`src/rtl/vcode_check.sv`:
```
// vcode_check: receive-side verification-code checker.
// Recomputes the frame CRC beat by beat (MSB first), strips the expected
// frame ID from the received CRC field and issues a per-frame verdict with
// the frame, delayed by one cycle, CRC field zeroed on the last beat.
// Optional feature macro: VCODE_CHECK_ERR_CNT_EN adds a saturating error
// counter (err_cnt) with a synchronous clear (err_cnt_clr).
//
// Handshake: in_valid qualifies a beat for exactly one cycle; there is no
// ready, every valid beat is consumed. out_valid likewise marks a beat the
// downstream logic must take in that cycle (no backpressure).
module vcode_check #(
  parameter int                   FRAME_WIDTH    = 256,
  parameter int                   DWIDTH         = 64,
  parameter int                   CRC_WIDTH      = 12,
  parameter logic [CRC_WIDTH-1:0] CRC_POLY       = 12'h02f,
  parameter int                   FRAME_ID_WIDTH = 8
) (
  input  logic                      clk,
  input  logic                      rst_n,
  input  logic                      in_valid,
  input  logic                      in_sof,
  input  logic [DWIDTH-1:0]         data_in,
  output logic                      out_valid,
  output logic                      out_sof,
  output logic                      out_eof,
  output logic [DWIDTH-1:0]         data_out,
  output logic                      frame_ok,
  output logic                      frame_err,
  output logic                      frame_abort,
  output logic                      frame_is_data,
  output logic [FRAME_ID_WIDTH-1:0] exp_frame_id
`ifdef VCODE_CHECK_ERR_CNT_EN
  ,
  input  logic                      err_cnt_clr,
  output logic [15:0]               err_cnt
`endif
);

  localparam int BEATS = FRAME_WIDTH / DWIDTH;
  localparam int CNT_W = (BEATS > 1) ? $clog2(BEATS) : 1;

  typedef enum logic [0:0] {ST_IDLE, ST_BUSY} state_e;

  state_e                    state_q, state_d;
  logic [CNT_W-1:0]          cnt_q, cnt_d;
  logic [CRC_WIDTH-1:0]      crc_q, crc_d;
  logic                      is_data_q, is_data_d;
  logic [FRAME_ID_WIDTH-1:0] exp_id_q, exp_id_d;

  logic                      out_valid_q, out_valid_d;
  logic                      out_sof_q, out_sof_d;
  logic                      out_eof_q, out_eof_d;
  logic [DWIDTH-1:0]         data_out_q, data_out_d;
  logic                      frame_ok_q, frame_ok_d;
  logic                      frame_err_q, frame_err_d;
  logic                      frame_abort_q, frame_abort_d;
  logic                      frame_is_data_q, frame_is_data_d;

  logic                      accept;
  logic                      last;
  logic [CNT_W-1:0]          cnt_eff;
  logic                      is_data_eff;
  logic [DWIDTH-1:0]         beat_masked;
  logic [CRC_WIDTH-1:0]      crc_new;
  logic [CRC_WIDTH-1:0]      rx_code;
  logic                      match;

  // Bit-serial CRC update over one beat, MSB first.
  function automatic logic [CRC_WIDTH-1:0] crc_step(input logic [CRC_WIDTH-1:0] c,
                                                    input logic [DWIDTH-1:0]    d);
    logic [CRC_WIDTH-1:0] r;
    logic                 fb;
    r = c;
    for (int i = DWIDTH - 1; i >= 0; i--) begin
      fb = r[CRC_WIDTH-1] ^ d[i];
      r  = {r[CRC_WIDTH-2:0], 1'b0};
      if (fb) r = r ^ CRC_POLY;
    end
    return r;
  endfunction

  // Beat acceptance, CRC/ID check and next-state/output computation.
  always_comb begin
    state_d         = state_q;
    cnt_d           = cnt_q;
    crc_d           = crc_q;
    is_data_d       = is_data_q;
    exp_id_d        = exp_id_q;
    out_valid_d     = 1'b0;
    out_sof_d       = 1'b0;
    out_eof_d       = 1'b0;
    data_out_d      = '0;
    frame_ok_d      = 1'b0;
    frame_err_d     = 1'b0;
    frame_abort_d   = 1'b0;
    frame_is_data_d = 1'b0;

    // A sof always restarts the frame, even mid-frame; non-sof beats in IDLE are dropped.
    accept      = in_valid && (in_sof || (state_q == ST_BUSY));
    cnt_eff     = in_sof ? '0 : cnt_q;
    last        = accept && (cnt_eff == CNT_W'(BEATS - 1));
    is_data_eff = in_sof ? (data_in[DWIDTH-1 -: 2] == 2'b01) : is_data_q;

    beat_masked = data_in;
    if (last) beat_masked[CRC_WIDTH-1:0] = '0;

    crc_new = crc_step(in_sof ? '0 : crc_q, beat_masked);
    rx_code = data_in[CRC_WIDTH-1:0] ^ CRC_WIDTH'(exp_id_q);
    match   = (rx_code == crc_new);

    if (accept) begin
      state_d         = last ? ST_IDLE : ST_BUSY;
      cnt_d           = last ? '0 : cnt_eff + CNT_W'(1);
      crc_d           = last ? '0 : crc_new;
      is_data_d       = is_data_eff;
      out_valid_d     = 1'b1;
      out_sof_d       = in_sof;
      out_eof_d       = last;
      data_out_d      = beat_masked;
      frame_ok_d      = last && match;
      frame_err_d     = last && !match;
      frame_abort_d   = in_sof && (state_q == ST_BUSY);
      frame_is_data_d = last && is_data_eff;
      if (last && match && is_data_eff) exp_id_d = exp_id_q + FRAME_ID_WIDTH'(1);
    end
  end

  // State and registered outputs; reset discards any partial frame.
  always_ff @(posedge clk or negedge rst_n) begin
    if (!rst_n) begin
      state_q         <= ST_IDLE;
      cnt_q           <= '0;
      crc_q           <= '0;
      is_data_q       <= 1'b0;
      exp_id_q        <= '0;
      out_valid_q     <= 1'b0;
      out_sof_q       <= 1'b0;
      out_eof_q       <= 1'b0;
      data_out_q      <= '0;
      frame_ok_q      <= 1'b0;
      frame_err_q     <= 1'b0;
      frame_abort_q   <= 1'b0;
      frame_is_data_q <= 1'b0;
    end else begin
      state_q         <= state_d;
      cnt_q           <= cnt_d;
      crc_q           <= crc_d;
      is_data_q       <= is_data_d;
      exp_id_q        <= exp_id_d;
      out_valid_q     <= out_valid_d;
      out_sof_q       <= out_sof_d;
      out_eof_q       <= out_eof_d;
      data_out_q      <= data_out_d;
      frame_ok_q      <= frame_ok_d;
      frame_err_q     <= frame_err_d;
      frame_abort_q   <= frame_abort_d;
      frame_is_data_q <= frame_is_data_d;
    end
  end

  assign out_valid     = out_valid_q;
  assign out_sof       = out_sof_q;
  assign out_eof       = out_eof_q;
  assign data_out      = data_out_q;
  assign frame_ok      = frame_ok_q;
  assign frame_err     = frame_err_q;
  assign frame_abort   = frame_abort_q;
  assign frame_is_data = frame_is_data_q;
  assign exp_frame_id  = exp_id_q;

`ifdef VCODE_CHECK_ERR_CNT_EN
  logic [15:0] err_cnt_q, err_cnt_d;

  // Saturating count of error and abort pulses; clear wins.
  always_comb begin
    err_cnt_d = err_cnt_q;
    if (err_cnt_clr) err_cnt_d = '0;
    else if ((frame_err_q || frame_abort_q) && (err_cnt_q != 16'hFFFF))
      err_cnt_d = err_cnt_q + 16'd1;
  end

  // Error counter register.
  always_ff @(posedge clk or negedge rst_n) begin
    if (!rst_n) err_cnt_q <= '0;
    else        err_cnt_q <= err_cnt_d;
  end

  assign err_cnt = err_cnt_q;
`endif

endmodule

```
`config.mk`:
```
export PLATFORM = sky130hd
export DESIGN_NAME = vcode_check
export DESIGN_NICKNAME = d
export VERILOG_FILES = /design/src/rtl/vcode_check.sv
export SDC_FILE = /design/constraint.sdc
export NUM_CORES = 1
export LEC_CHECK = 0
export BUFFER_PORTS_ARGS = -buffer_cell sky130_fd_sc_hd__buf_2
export CAP_MARGIN = 10
export CORE_ASPECT_RATIO = 0.75
export CORE_MARGIN = 3
export CORE_UTILIZATION = 55
export DETAILED_ROUTE_END_ITERATION = 7
export PLACE_DENSITY_LB_ADDON = 0.2
export SYNTH_ARGS = -nofsm -noshare
export SYNTH_HDL_FRONTEND = slang
export SYNTH_SLANG_ARGS = --single-unit
```
`constraint.sdc`:
```
create_clock -name clk -period 10.7 [get_ports clk]
set_input_delay 0.535 -clock clk [delete_from_list [all_inputs] [get_ports clk]]
set_output_delay 0.535 -clock clk [all_outputs]
set_load 0.01 [all_outputs]
```
=== Yosys cells after proc, flatten, opt, wreduce, memory -nomap -nowiden ===
Cells that the tools add are included.
Widths: inputs -> output; s select.

* Add/subtract/negate cells: 2
* Equal/unequal tests: 3
* Muxes and demuxes: 79
* Bitwise operators: 129
* Reductions and logical operators: 10

{| class="wikitable"
|+ Operators with widths
! kind !! number
|-
| $mux 6 || 64
|-
| $not 5->5 || 64
|-
| $mux 64 || 1
|-
| $xor 1x1->1 || 64
|-
| $mux 12 || 3
|-
| $eq 12x12->1 || 1
|-
| $xor 12x8->12 || 1
|-
| $mux 1 || 9
|-
| $add 8x1->8 const B || 1
|-
| $logic_and 1x1->1 || 7
|-
| $mux 2 || 2
|-
| $add 2x1->2 const B || 1
|-
| $eq 2x1->1 const B || 1
|-
| $eq 2x2->1 const B || 1
|-
| $reduce_and 2->1 || 1
|-
| $logic_not 1->1 || 1
|-
| $logic_or 1x1->1 || 1
|}

* Register bits: 95
* Bits of input ports: 68
* Output and inout port bits: 79
* Word-level logic and storage cells: 236

=== Depth between registers and ports, before layout ===
Gate-level depths: netlist (run 1).

* Word-level depth: 133
* Depth in mapped cells: 20
* Gate-level depth less buffers: 17

=== Least setup slack after synthesis (run 1) ===
OpenSTA, ideal clock, no wires.

* Path kind: input -> register
* Start: input data_in[63]
* End: register exp_id_q[1], in the netlist exp_frame_id[1]
* Setup time: 0.125 ns
* Arrival time: 6.508 ns
* Required time: 10.575 ns
* Path slack: 4.067 ns
* Stages on the path: 18
* Buffers on the path: 2
* Cells stage by stage: buf_2 xor2_2 xnor2_4 xnor3_2 xor2_2 xnor3_2 xor3_1 xnor3_2 xor3_2 xnor2_2 xnor3_2 xnor2_2 xnor3_1 mux2i_1 or4b_1 buf_2 or2_4 mux2_4

* Longest elaborated chain between the ends: 67
* Elaborated cells on any way between the ends: 185
* Those cells by class: eq/ne (2); mux (64); bitwise (116); reduce/logical (3)

{| class="wikitable"
|+ Ends and longest elaborated chain
! element !! line !! RTL
|-
| from (decl) || 22 || <nowiki>input logic [DWIDTH-1:0] data_in,</nowiki>
|-
| $xor 1x1->1 || 75 || <nowiki>fb = r[CRC_WIDTH-1] ^ d[i];</nowiki>
|-
| $mux 6 || 77 || <nowiki>if (fb) r = r ^ CRC_POLY;</nowiki>
|-
| $not 5->5 (no line) || - ||
|-
| $mux 6 || 77 ||
|-
| $not 5->5 (no line) || - ||
|-
| $mux 6 || 77 ||
|-
| $not 5->5 (no line) || - ||
|-
| $mux 6 (2 in series) || 77 ||
|-
| [... 50 more ...] || - ||
|-
| $not 5->5 (no line) || - ||
|-
| $mux 6 || 77 ||
|-
| $not 5->5 (no line) || - ||
|-
| $mux 6 || 77 ||
|-
| $eq 12x12->1 || 109 || <nowiki>match = (rx_code == crc_new);</nowiki>
|-
| $logic_and 1x1->1 || 124 || <nowiki>if (last && match && is_data_eff) exp_id_d = exp_id_q + FRAME_ID_WIDTH'(1);</nowiki>
|-
| $logic_and 1x1->1 * || 124 ||
|-
| $reduce_and 2->1 (no line) * || - ||
|-
| to (signal assigned) || 149 || <nowiki>exp_id_q <= exp_id_d;</nowiki>
|-
| to (decl) || 48 || <nowiki>logic [FRAME_ID_WIDTH-1:0] exp_id_q, exp_id_d;</nowiki>
|}

Mark *: on every way between the ends. The rest lies on a longest branch, timed or not.
A chain may end at the register's enable or synchronous reset.

=== Worst setup path in the final report (run 1) ===
* Start: input in_sof
* End: register exp_id_q[1], in the netlist exp_frame_id[1]

* Longest elaborated chain between the ends: 68
* Elaborated cells on any way between the ends: 204
* Those cells by class: eq/ne (2); mux (68); bitwise (128); reduce/logical (6)

{| class="wikitable"
|+ Ends and longest elaborated chain
! element !! line !! RTL
|-
| from (decl) || 21 || <nowiki>input logic in_sof,</nowiki>
|-
| $mux 12 || 107 || <nowiki>crc_new = crc_step(in_sof ? '0 : crc_q, beat_masked);</nowiki>
|-
| $xor 1x1->1 || 75 ||
|-
| $mux 6 || 77 ||
|-
| $not 5->5 (no line) || - ||
|-
| $mux 6 || 77 ||
|-
| $not 5->5 (no line) || - ||
|-
| $mux 6 || 77 ||
|-
| $not 5->5 (no line) || - ||
|-
| [... 51 more ...] || - ||
|-
| $mux 6 || 77 ||
|-
| $not 5->5 (no line) || - ||
|-
| $mux 6 || 77 ||
|-
| $not 5->5 (no line) || - ||
|-
| $mux 6 || 77 ||
|-
| $eq 12x12->1 || 109 ||
|-
| $logic_and 1x1->1 (2 in series) || 124 ||
|-
| $reduce_and 2->1 (no line) * || - ||
|}

Marked as above.

==> results of run 1 <==
[cells in the mapped netlist]
cell type / n / share of area
a21oi_1: 1 / 0.00063
a22o_1: 6 / 0.0066
a31o_2: 1 / 0.0011
and2_1: 66 / 0.052
and3_1: 2 / 0.0016
buf_2: 4 / 0.0025
buf_4: 1 / 0.00095
buf_6: 1 / 0.0014
clkbuf_1: 10 / 0.0047
dfrtp_1: 95 / 0.30
ha_1: 2 / 0.0032
inv_1: 5 / 0.0024
mux2_4: 1 / 0.0019
mux2i_1: 4 / 0.0051
nand2_1: 30 / 0.014
nand2b_1: 2 / 0.0016
nand2b_2: 1 / 0.0011
nand3_1: 3 / 0.0019
nand3b_1: 3 / 0.0028
nand4_1: 1 / 0.00079
nor2_1: 11 / 0.0052
nor2_2: 2 / 0.0016
nor2_4: 2 / 0.0028
nor2b_1: 8 / 0.0063
nor3_1: 7 / 0.0044
nor4_1: 1 / 0.00079
nor4_2: 1 / 0.0016
o2111ai_1: 1 / 0.0011
o21ai_0: 3 / 0.0019
o31ai_1: 5 / 0.0047
or2_0: 1 / 0.00079
or2_2: 1 / 0.00079
or2_4: 1 / 0.0011
or4b_1: 1 / 0.0013
xnor2_1: 151 / 0.17
xnor2_2: 19 / 0.039
xnor2_4: 3 / 0.010
xnor3_1: 66 / 0.19
xnor3_2: 8 / 0.024
xor2_1: 53 / 0.059
xor2_2: 6 / 0.012
xor3_1: 17 / 0.051
xor3_2: 3 / 0.0095
[sequential cells by signal, summed over array words and instances (netlist names), 2 cells and up]
signal and flops:
cnt_q 2, crc_q 12, data_out 64, exp_frame_id 8
[path summary, 6_finish.rpt]
path / startpoint / endpoint
worst min register to register: is_data_q / is_data_q
worst min-delay path: rst_n / out_valid
worst max register to register: crc_q[10] / exp_frame_id[1]
min in group clk: data_in[7] / data_out[7]
worst max-delay path: in_sof / exp_frame_id[1]
max in group asynchronous: rst_n / data_out[28]
[metal layers]
metal,share of wire,global-route usage,vias up
met5,0,0,-
met4,0.016,0.05326,0
met1,0.49,0.3519,2277
li1,-,-,2270
met3,0.070,0.05391,22
met2,0.42,0.3163,171
[per-stage QoR]
step | utilization | worst slack (ns) | area (sq um) | hold slack, ns
2_1_floorplan | - | 4.067 | 7926 | 0.2394
3_3_place_gp | 0.6359 | 3.514 | 8832 | 0.4415
3_5_place_dp | 0.6359 | 3.410 | 8832 | 0.4767
4_1_cts | 0.6554 | 3.707 | 9102 | 0.1926
5_1_grt | 0.6554 | 3.468 | 9102 | 0.2130
6_report | 0.6554 | 3.742 | 9102 | 0.1683
[area by class of cell]
cell class | count | area [sq um] | area share
multi-input cells | 494 | 5454 | 0.5992
inverters | 5 | 18.77 | 0.002062
clock buffers | 10 | 229.0 | 0.02515
well taps | 175 | 219.0 | 0.02405
flip-flops and latches | 95 | 2377 | 0.2612
repair buffers | 150 | 763.2 | 0.08385
clock inverters | 5 | 41.29 | 0.004536
[cell families after synthesis]
logic type | synth area share
flip-flops | 0.2999
multiplexers | 0.006945
buffers and inverters | 0.01200
adder cells (fa/ha/maj) | 0.003157
AO/OA/AOI/OAI | 0.01610
AND/OR/NAND/NOR | 0.1028
XOR/XNOR | 0.5591
==> flow_summary_export.csv, run 1 <==
group,metric,value,unit
clock_tree,cts.sinks,95,
global_route,grt_pass1_wl,26490,um
clock_tree,cts-resized-gates,0,
clock_tree,clock_latency,0.35,ns
route,dr.pass1.iters,5,
floorplan,rows,37,
placed_design,dpl.cell_count,919,
finish,layout_commonest_cell,"xnor2_1",
critical_path,crit_family,"XOR/XNOR gates",
finish,areaGrowthSynthToFinish,14.84,%
global_route,grtUsageTotal,0.2250,
flow_run,maxCapViolCount,0,
critical_path,cpMostUsedCell,"xnor3_2",
critical_path,crit_path_start_kind,"input pin",
synth,post_synth_num_cell_types,43,
route,drtIter0Drc,330,
finish,fin_cells,934,
floorplan,die_y,110.0,um
route,via_count,4740,
critical_path,required,10.94,ns
clock_tree,numCtsBuffers,9,
finish,n_fill_cell,1096,
route,viasPerCell,5.075,
floorplan,coreArea,13890,sq um
global_route,grt_max_degree,57,
timing,setup_viol,0,
timing,drv_slew,0,
global_route,grt_pass1_vias,4758,
critical_path,critPathMaxFanout,23,
critical_path,slowest_stage,"or4b_1",
timing,tightestPinTransition,1.028,ns
synth,synth_fp_nets,680,
floorplan,ios,147,
timing,finalSetupTns,0,ns
clock_tree,cts_buffer_depth,2,
placed_design,place.gp.congestion,0.8671,
timing,hold_viol_final,0,
route,drt_wl_total,17360,um
floorplan,die_area,15900,sq um
route,drcViolationCount,0,
synth,syn_area,7926,sq um
worst_hold_path,hold_class,"input pin to asynchronous set/reset pin",
synth,ys_warn_count,0,
synth,synthCells,610,
global_route,overflow,0,
timing,skew,0.003998,ns
finish,num-nets-final,825,
synth,ys_seq_elements,95,
timing,grt_setup_unrepaired,"false",
floorplan,initial_utilization,0.5707,
finish,num_antenna_cells,0,
finish,drive_above_1_share,0.2806,
critical_path,cp-end-kind,"register",
clock_tree,cts_tree,"done",
clock_tree,cts_root_buf,"clkbuf_16",
critical_path,reg2regPathDepth,17,
clock_tree,postCtsSetupBuffers,0,
placed_design,place_hpwl,14320,um
run_status,status,"complete, no violations",
timing,fmax,143.7,MHz
route,post_drt_wl_per_cell,18.59,um
synth,ys_seq_area_frac,0.2999,
timing,finalCritPeriodShare,0.6503,
finish,final_cell_mix,"xnor2_1, buf_2, dfrtp_1, and2_1, xnor3_1",
critical_path,rrSetupSlack,3.75,ns
placed_design,port_buffers,146,
timing,relSlewSlack,0.3118,
floorplan,die_w,144.6,um
global_route,antenna_found_initial,0,
critical_path,cp.depth,17,
timing,fin_crit,6.958,ns
synth,synth_area_per_cell,12.99,sq um
critical_path,worstPathArrival,7.20,ns
clock_tree,cts_hold_buf,0,
clock_tree,htree_levels,3,
critical_path,crit_path_cell_trace,"buf_2 > nand2b_2 > xnor3_2 > xor2_1 > xnor3_2 > xnor2_1 > xor3_1 > xnor3_2 > xor3_2 > xnor2_2 > xnor3_2 > xnor2_2 > xnor3_1 > mux2i_1 > or4b_1 > or2_4 > mux2_4",
critical_path,path_buf_inv,1,
clock_tree,clk_pin_slew,0.07,ns
critical_path,criticalPathCategory,"input pin to register",
critical_path,slowest_delay,0.64,ns
route,ant_nets,0,
Power of run 1 is left out: the tool's default activity adds up to more than one toggle a clock period on the data nets, which glitch-free logic cannot reach.
==> inputs of run 2 (changes only) <==
--- a/config.mk
+++ b/config.mk
@@ -5,11 +5,12 @@
 export SDC_FILE = /design/constraint.sdc
 export NUM_CORES = 1
 export LEC_CHECK = 0
+export ABC_AREA = 1
 export BUFFER_PORTS_ARGS = -buffer_cell sky130_fd_sc_hd__buf_2
 export CAP_MARGIN = 10
 export CORE_ASPECT_RATIO = 0.75
 export CORE_MARGIN = 3
-export CORE_UTILIZATION = 55
+export CORE_UTILIZATION = 53
 export DETAILED_ROUTE_END_ITERATION = 7
 export PLACE_DENSITY_LB_ADDON = 0.2
 export SYNTH_ARGS = -nofsm -noshare
==> constraint.sdc (replaced) <==
create_clock -name clk -period 6.3 [get_ports clk]
set_input_delay 0.315 -clock clk [delete_from_list [all_inputs] [get_ports clk]]
set_output_delay 0.315 -clock clk [all_outputs]
set_load 0.01 [all_outputs]
==> flow_summary_export.csv, run 2 <==
group,metric,value,unit
run_status,status,"complete, no violations",
critical_path,worstPathArrival,6.07,ns
global_route,grt_use_met2,0.4410,
synth,ys_warn_count,0,
critical_path,reg2regPathDepth,53,
synth,ys_seq_elements,95,
timing,fin_crit,5.756,ns
global_route,antenna_found_initial,0,
synth,post_synth_num_cell_types,33,
synth,synth_area_leaders,"nand2_1, dfrtp_1, nand3_1",
worst_hold_path,min-delay-start,"data_in[36]",
timing,skew,0.007540,ns
worst_hold_path,hold_path_depth,3,
route,drcViolationCount,0,
clock_tree,numCtsBuffers,9,
worst_hold_path,hold_class,"input pin to register",
timing,relSlewSlack,0.4315,
floorplan,die_y,121.4,um
finish,layout_commonest_cell,"nand2_1",
finish,final_cell_mix,"nand2_1, nand3_1, inv_1, buf_2, nand2_2",
floorplan,initial_utilization,0.5504,
finish,largest_reg_flops,64,
route,post_drt_wl_per_cell,14.85,um
floorplan,coreArea,17080,sq um
finish,num-nets-final,1832,
synth,syn_area,9403,sq um
placed_design,place_hpwl,23830,um
synth,synth_fp_nets,1684,
finish,drive_above_1_share,0.2467,
floorplan,ios,147,
route,via_count,10850,
global_route,busiest_layer,"met1",
timing,drv_slew,0,
clock_tree,clock_latency,0.37,ns
timing,fmax,173.7,MHz
global_route,grt_max_degree,76,
finish,areaGrowthSynthToFinish,16.21,%
critical_path,cp-end-kind,"register",
timing,finalSetupTns,0,ns
route,drtIter0Drc,1246,
synth,synthTopCellsByCount,"nand2_1, nand3_1, inv_1",
placed_design,port_buffers,146,
critical_path,critPathMaxFanout,8,
floorplan,die_area,19390,sq um
critical_path,required,6.61,ns
critical_path,r2r_end,"exp_frame_id[6]",
synth,synth_flop_cell,"dfrtp_1",
global_route,met3_usage,0.06448,
critical_path,timing.rr.start,"crc_q[11]",
synth,synth_edf_count,0,
flow_run,maxCapViolCount,0,
worst_hold_path,whs_endpoint,"data_out[36]",
critical_path,rrSetupSlack,0.54,ns
clock_tree,postCtsSetupBuffers,0,
synth,ys_seq_area_frac,0.2528,
synth,async_reset_ff_frac,1.000,
critical_path,crit_path_start_kind,"register",
finish,num_antenna_cells,0,
clock_tree,clk_pin_slew,0.08,ns
synth,synthCells,1614,
global_route,overflow,0,
floorplan,die_w,159.8,um
route,viasPerCell,5.415,
timing,finalCritPeriodShare,0.9137,
global_route,grt_pass1_vias,9458,
critical_path,slowest_delay,0.45,ns
synth,synth_area_per_cell,5.826,sq um
clock_tree,htree_levels,3,
synth,synth_top_area_share,0.2691,
global_route,grtUsageTotal,0.3006,
placed_design,place.gp.congestion,1.021,
timing,hold_viol_final,0,
route,dr.pass1.iters,6,
floorplan,rows,41,
global_route,grt_pass1_wl,46980,um
timing,whs,0.1829,ns
clock_tree,cts_buffer_depth,2,
synth,yosysTopAreaCell,"nand2_1",
critical_path,cpMostUsedCell,"nand2_1",
timing,timing.final.ws_setup,0.5438,ns
critical_path,criticalPathCategory,"register to register",
synth,synth_most_common_cell,"nand2_1",
clock_tree,cts_root_buf,"clkbuf_16",
route,drt_wl_total,29750,um
global_route,grt_use_met1,0.4522,
timing,tightestPinTransition,0.8527,ns
route,ant_nets,0,
clock_tree,cts_tree,"done",
placed_design,pre_cts_ws,0.2288,ns
clock_tree,cts.sinks,95,
timing,setup_viol,0,
critical_path,slowest_stage,"dfrtp_2",
## run 2: cell count changes in the layout (fill, tap and decap cells not counted), moves of 39 or more
cell	delta
nand3_2	+39
nand3_1	+267
xnor3_1	-66
xnor2_1	-142
inv_1	+162
nand2_2	+141
xor2_1	-43
nand2_1	+618
and2_1	-66
nor2_1	+79
## run 2: worst max-delay path: cells and delay by family (launching register included)
| kind | cells | cell delay, ns |
|---|---|---|
| AND/OR/NAND/NOR | 49 | 4.96 |
| flip-flops | 1 | 0.45 |
| buffers and inverters | 4 | 0.27 |
## run 2: cells by family after synthesis
| logic type | share of synthesized area |
|---|---|
| AOI/OAI and AO/OA | 0.01291 |
| DFF | 0.2528 |
| xor gates and xnor gates | 0.01770 |
| adders and majority gates | 0.002661 |
| buffers and inverters | 0.09315 |
| and+or+nand+nor | 0.6208 |
## run 2: how the worst max path moves through the flow
stage | from | end | slack, ns | depth (start not counted)
after global placement | in_sof | exp_frame_id[4] | 0.35 | 55
after floorplan | in_sof | exp_frame_id[0] | 1.55 | 54
after detailed placement | in_sof | exp_frame_id[2] | 0.23 | 53
final | crc_q[11] | exp_frame_id[6] | 0.54 | 53
after global routing | crc_q[11] | exp_frame_id[6] | -0.05 | 53
after CTS | crc_q[11] | exp_frame_id[5] | 0.44 | 51
## run 2: stage by stage
stage	area (sq um)	std cells	utilization
after floorplan	9403	1614	-
after global placement	10390	1985	0.6080
after detailed placement	10390	1985	0.6080
after CTS	10710	2002	0.6268
after global routing	10930	2003	0.6396
final	10930	2003	0.6396
## run 2: area by class of cell
| type | instances | area [sq um] |
|---|---|---|
| inverters | 209 | 799.5 |
| well taps | 236 | 295.3 |
| fillers | 1638 | 6156 |
| repair buffers | 150 | 765.7 |
| flip-flops and latches | 95 | 2379 |
| clock inverters | 7 | 86.33 |
| multi-input cells | 1297 | 6376 |
| clock buffers | 9 | 225.2 |
## run 2: routing by layer
metal  part of all wire  vias to the layer above
met1               0.47                     4913
met4              0.014                        0
met3               0.10                       38
met2               0.42                      541
met5                  0                        -
li1                   -                     5355
## run 2: timing repair
item                                    CTS  global route
hold buffers                              1             0
endpoints found under the hold margin    28             0
endpoints found under the setup margin    0            10
gates resized for setup                   0            56
Power of run 2 is left out for the same reason.
